===== src/rtl/dmem_access_unit.sv =====
// dmem_access_unit
//   Memory-stage load/store sequencer in front of dmem. Takes one scalar or vector request
//   over a valid/ready handshake, drives dmem port A (scalar) or port B (vector), and returns
//   each load result or store completion over a valid/ready response handshake.
//   Vectors with stride 1 use a single port-B access; any other stride (including 0) is
//   split into LANES port-A accesses (gather/scatter).
//
// Ports
//   clk, rst                  clock (rising edge), synchronous active-high reset
//   req_valid/req_ready       request handshake; req_ready only while idle and not in reset
//   req_we, req_vec           store/load, vector/scalar
//   req_addr, req_stride      base element address, vector element stride
//   req_wdata                 store data (scalar uses the low DATA_W bits)
//   resp_valid/resp_ready     response handshake
//   resp_rdata                load result (zero for stores)
//   mem_*                     dmem command outputs and read data inputs
module dmem_access_unit #(
   parameter int unsigned DATA_W = 16,
   parameter int unsigned LANES  = 16,
   parameter int unsigned ADDR_W = 32,
   parameter int unsigned RD_LAT = 1
) (
   input  logic                    clk,
   input  logic                    rst,
   input  logic                    req_valid,
   output logic                    req_ready,
   input  logic                    req_we,
   input  logic                    req_vec,
   input  logic [ADDR_W-1:0]       req_addr,
   input  logic [ADDR_W-1:0]       req_stride,
   input  logic [LANES*DATA_W-1:0] req_wdata,
   output logic                    resp_valid,
   input  logic                    resp_ready,
   output logic [LANES*DATA_W-1:0] resp_rdata,
   output logic                    mem_w_enable,
   output logic                    mem_src_sel,
   output logic [ADDR_W-1:0]       mem_addr,
   output logic [DATA_W-1:0]       mem_w_data_a,
   output logic [LANES*DATA_W-1:0] mem_w_data_b,
   input  logic [DATA_W-1:0]       mem_q_a,
   input  logic [LANES*DATA_W-1:0] mem_q_b
);

   localparam int unsigned LIDX_W = (LANES > 1) ? $clog2(LANES) : 1;
   localparam int unsigned WCNT_W = (RD_LAT > 1) ? $clog2(RD_LAT) : 1;
   localparam logic [LIDX_W-1:0] LAST_LANE = LIDX_W'(LANES - 1);
   localparam logic [WCNT_W-1:0] LAST_WAIT = WCNT_W'(RD_LAT - 1);

   typedef enum logic [1:0] {StIdle, StAccess, StWait, StResp} state_e;

   state_e              state_q;
   logic                we_q;
   logic                vec_q;
   logic                strided_q;
   logic [ADDR_W-1:0]   stride_q;
   logic [LIDX_W-1:0]   lane_q;
   logic [WCNT_W-1:0]   wait_q;
   logic [LIDX_W-1:0]   lane_nxt;
   logic                more_lanes;

   assign req_ready  = (state_q == StIdle) & ~rst;
   assign lane_nxt   = lane_q + LIDX_W'(1);
   assign more_lanes = strided_q & (lane_q != LAST_LANE);

   // mem_addr always holds the address of the lane currently being accessed; the next lane's
   // address is derived from it, so base + i*stride wraps naturally at 2^ADDR_W.
   always_ff @(posedge clk) begin
      if (rst) begin
         state_q      <= StIdle;
         we_q         <= 1'b0;
         vec_q        <= 1'b0;
         strided_q    <= 1'b0;
         stride_q     <= '0;
         lane_q       <= '0;
         wait_q       <= '0;
         resp_valid   <= 1'b0;
         resp_rdata   <= '0;
         mem_w_enable <= 1'b0;
         mem_src_sel  <= 1'b0;
         mem_addr     <= '0;
         mem_w_data_a <= '0;
         mem_w_data_b <= '0;
      end else begin
         unique case (state_q)
            StIdle: begin
               if (req_valid) begin
                  we_q         <= req_we;
                  vec_q        <= req_vec;
                  strided_q    <= req_vec & (req_stride != ADDR_W'(1));
                  stride_q     <= req_stride;
                  lane_q       <= '0;
                  wait_q       <= '0;
                  resp_rdata   <= '0;
                  mem_w_enable <= req_we;
                  mem_src_sel  <= req_vec & (req_stride == ADDR_W'(1));
                  mem_addr     <= req_addr;
                  mem_w_data_a <= req_wdata[DATA_W-1:0];
                  mem_w_data_b <= req_wdata;
                  state_q      <= StAccess;
               end
            end

            StAccess: begin
               if (we_q && more_lanes) begin
                  // Strided store: one lane per cycle, write enable held high throughout.
                  lane_q       <= lane_nxt;
                  mem_addr     <= mem_addr + stride_q;
                  mem_w_data_a <= mem_w_data_b[lane_nxt*DATA_W +: DATA_W];
               end else if (we_q) begin
                  mem_w_enable <= 1'b0;
                  resp_valid   <= 1'b1;
                  state_q      <= StResp;
               end else begin
                  wait_q  <= '0;
                  state_q <= StWait;
               end
            end

            StWait: begin
               if (wait_q != LAST_WAIT) begin
                  wait_q <= wait_q + WCNT_W'(1);
               end else begin
                  if (vec_q && !strided_q) begin
                     resp_rdata <= mem_q_b;
                  end else begin
                     resp_rdata[lane_q*DATA_W +: DATA_W] <= mem_q_a;
                  end
                  if (more_lanes) begin
                     lane_q   <= lane_nxt;
                     mem_addr <= mem_addr + stride_q;
                     state_q  <= StAccess;
                  end else begin
                     resp_valid <= 1'b1;
                     state_q    <= StResp;
                  end
               end
            end

            StResp: begin
               if (resp_ready) begin
                  resp_valid <= 1'b0;
                  state_q    <= StIdle;
               end
            end

            default: state_q <= StIdle;
         endcase
      end
   end

endmodule


===== config.mk =====
export PLATFORM = sky130hd
export DESIGN_NAME = dmem_access_unit
export DESIGN_NICKNAME = d
export VERILOG_FILES = /design/src/rtl/dmem_access_unit.sv
export SDC_FILE = /design/constraint.sdc
export NUM_CORES = 2
export LEC_CHECK = 0
export ABC_AREA = 1
export BUFFER_PORTS_ARGS = -buffer_cell sky130_fd_sc_hd__buf_4
export CORE_AREA = 4 4 454 456
export DETAILED_ROUTE_END_ITERATION = 8
export DIE_AREA = 0 0 458 460
export HOLD_SLACK_MARGIN = 0.02
export PLACE_DENSITY = 0.42
export SYNTH_ARGS = -nofsm -noshare
export SYNTH_HDL_FRONTEND = slang
export SYNTH_SLANG_ARGS = --single-unit

===== constraint.sdc =====
create_clock -name clk -period 3.5 [get_ports clk]
set_input_delay 0.875 -clock clk [delete_from_list [all_inputs] [get_ports clk]]
set_output_delay 0.875 -clock clk [all_outputs]
set_load 0.005 [all_outputs]

==> flow_summary.toml <==
[status]
status = "finished clean"

[global_route]
grt_max_degree = 157
grt-ovfl-total = 0
grt_usage_pct = 19.2
grt_pass1_vias = 36800
grt_pass1_wl_mm = 292
antenna_found_initial = 38

[synth]
ys_ff_latch = 604
seq_area_frac_synth_pct = 38.6
synth_cell_types = 51
syn-cell-area_um2 = 31300
avgSynthCellArea_um2 = 6.46
syn_inst = 4848
syn-num-nets = 5485
yosysWarningCount = 0

[floorplan]
die_h_um = 460
start_util_pct = 15.5
rows = 165
coreArea_um2 = 202000
die_area_um2 = 211000
boundaryPins = 1162
die_w_um = 458

[cts]
ctsResizeCount = 0
cts_setup_buffers = 0
cts_hold_buf = 0
cts-root-buf = "clkbuf_16"
cts_tree = "built"
numCtsBuffers = 84
clk_latency_ns = 0.74
htree_levels = 3
path_clk_slew_ns = 0.06
cts_buffer_depth = 3
cts.sinks = 604

[hold_path]
hold_path_startpoint = "req_wdata[146]"
hp-class = "in2reg"
hold-path-endpoint = "mem_w_data_b[146]"
worst_hold_path.num_cells = 3

[setup_path]
r2r_slack_ns = 0.09
critPathRequiredTime_ns = 4.14
rr_startpoint = "lane_q[1]"
cp-end-kind = "flip-flop"
cp.arrival_ns = 4.04
rr_endpoint = "mem_w_data_a[3]"
startpoint_type = "flip-flop"
critPathMaxFanout = 68
r2r_cells = 9
crit_type = "reg2reg"

[sta]
skew_ns = 0.0641
worstMarginPinSlew_ns = 1.10
relSlewSlack_pct = 27.0
fin_crit_ns = 3.41
finalSetupViolations = 0
rsz0062_at_grt = "false"
timing.final.ws_setup_ns = 0.0942
fin_crit_sh_pct = 97.3
fmax_mhz = 294
hold_violations = 0
finalSetupTns_ns = 0
drv_slew = 0
whs_ns = 0.385

[drt]
drt_first_pass_iters = 7
viasPerCell = 4.31
drc_errors = 0
wl_per_cell_um = 24.8
dr.first_iter.drc_count = 2783
antenna_left = 0
wirelength_mm = 214
via_count = 37200

[cells_and_area]
final_common_cell = "nor2_1"
postLayoutCoreUtil_pct = 22.8
drive_above_1_share_pct = 25.1
syn_to_final_growth_pct = 47.1
layout_common_cells = "1372 x nor2_1, 1238 x buf_4, 872 x nand2_1, 603 x dfxtp_1, 529 x o21ai_0"
instances_no_fill = 8623
layout.nets = 6505
nFillCells = 23000

[placed_design]
io_buffers = 1161
place_inst = 8454
dpl_worst_slack_ns = 0.0593
place_congestion = 0.892
dp_hpwl_mm = 172

[flow_run]
max_cap_viol_count = 0

[power]
power_leakage_nw = 19.4
power_density_nw_per_um2 = 756
peakVddDrop_mv = 0.436
-- Yosys cell counts, drive strengths merged --
| cell type | instances | area (um2) |
|---|---|---|
| o2bb2ai | 1 | 8.76 |
| o21a | 31 | 233 |
| dfxtp | 604 | 12100 |
| and2 | 3 | 18.8 |
| o21ai | 581 | 2910 |
| o21bai | 2 | 15.0 |
| a21o | 2 | 15.0 |
| nand4 | 11 | 129 |
| o211ai | 6 | 45.0 |
| nor2 | 1385 | 5300 |
| nor4 | 11 | 75.1 |
| or2 | 4 | 25.0 |
| xnor2 | 5 | 43.8 |
| clkinv | 3 | 12.5 |
| inv | 280 | 1050 |
| ha | 38 | 475 |
| xor2 | 10 | 87.6 |
| fa | 1 | 20.0 |
| nand2 | 889 | 3410 |
| nand3 | 241 | 1330 |
| a211oi | 8 | 60.1 |
| a21boi | 64 | 480 |
| o221ai | 60 | 526 |
| a31oi | 2 | 12.5 |
| nand3b | 3 | 22.5 |
| a21oi | 269 | 1460 |
| clkbuf | 241 | 905 |
| nor3 | 11 | 82.6 |
| buf | 81 | 463 |
| and3 | 1 | 6.26 |
-- area by class of cell --
| type | count | area [um2] | share of cell area (%) |
|---|---|---|---|
| diodes | 14 | 35.0 | 0.0761 |
| multi-input cells | 3639 | 16900 | 36.6 |
| clock buffers | 115 | 2360 | 5.12 |
| well taps | 2672 | 3340 | 7.26 |
| flip-flops and latches | 604 | 12100 | 26.3 |
| repair buffers | 1256 | 9650 | 21.0 |
| inverters | 283 | 1090 | 2.36 |
| clock inverters | 40 | 624 | 1.36 |
-- metrics by stage --
step | area (um2) | power (W)
global placement | 43000 | 0.0257
detailed placement | 43000 | 0.0258
floorplan | 31300 | 0.0174
finish | 46000 | 0.0348
CTS | 46000 | 0.0354
global route | 46000 | 0.0369
-- where the power goes --
group / total, W / switching, W / internal [W]
registers: 0.00916 / 0.00121 / 0.00795
clock network: 0.00944 / 0.00384 / 0.00560
logic: 0.0162 / 0.0113 / 0.00496
-- cells by family (layout without fill, tap and decap cells) --
logic type / after synthesis / in the layout / synth area share, %
fa+ha+maj: 39 / 39 / 1.58
buf+inv: 605 / 1694 / 7.77
xor+xnor: 15 / 15 / 0.420
flops: 604 / 604 / 38.6
compound gates: 1026 / 1026 / 18.4
other cells: 0 / 14 / 0
simple gates: 2559 / 2559 / 33.2
-- flip-flops by register name (all words and copies together) (netlist names), 2 cells and up --
signal,flops
resp_rdata,256
stride_q,32
mem_w_data_b,256
mem_addr,32
state_q,2
lane_q,4
mem_w_data_a,16
-- how the worst max path moves through the flow --
| stage | start | endpoint | slack, ns |
|---|---|---|---|
| after floorplan | lane_q[0] | resp_rdata[245] | 0.62 |
| after global placement | lane_q[1] | mem_w_data_a[3] | 0.08 |
| after detailed placement | lane_q[1] | mem_w_data_a[3] | 0.06 |
| after CTS | lane_q[1] | mem_w_data_a[3] | 0.03 |
| after global routing | lane_q[1] | mem_w_data_a[3] | 0.02 |
| final | lane_q[1] | mem_w_data_a[3] | 0.09 |
-- per-layer routing --
metal	track usage (%)	share of wire [%]	vias to the layer above
met5	0	0.081	-
met4	5.55	3.1	26
met3	4.91	6.8	264
met2	34.0	49	1420
met1	22.9	41	17800
li1	-	-	17700
-- critical path, cell delays in order (launching register included) --
cell and delay, ns:
dfxtp_1 0.35, inv_1 0.11, ha_4 0.35, buf_4 0.59, o21ai_0 0.20, o221ai_1 0.79
nand3_1 0.23, nand3_1 0.31, nand2_1 0.08, a21oi_1 0.13
No activity file was read; power rests on OpenSTA's default activity.
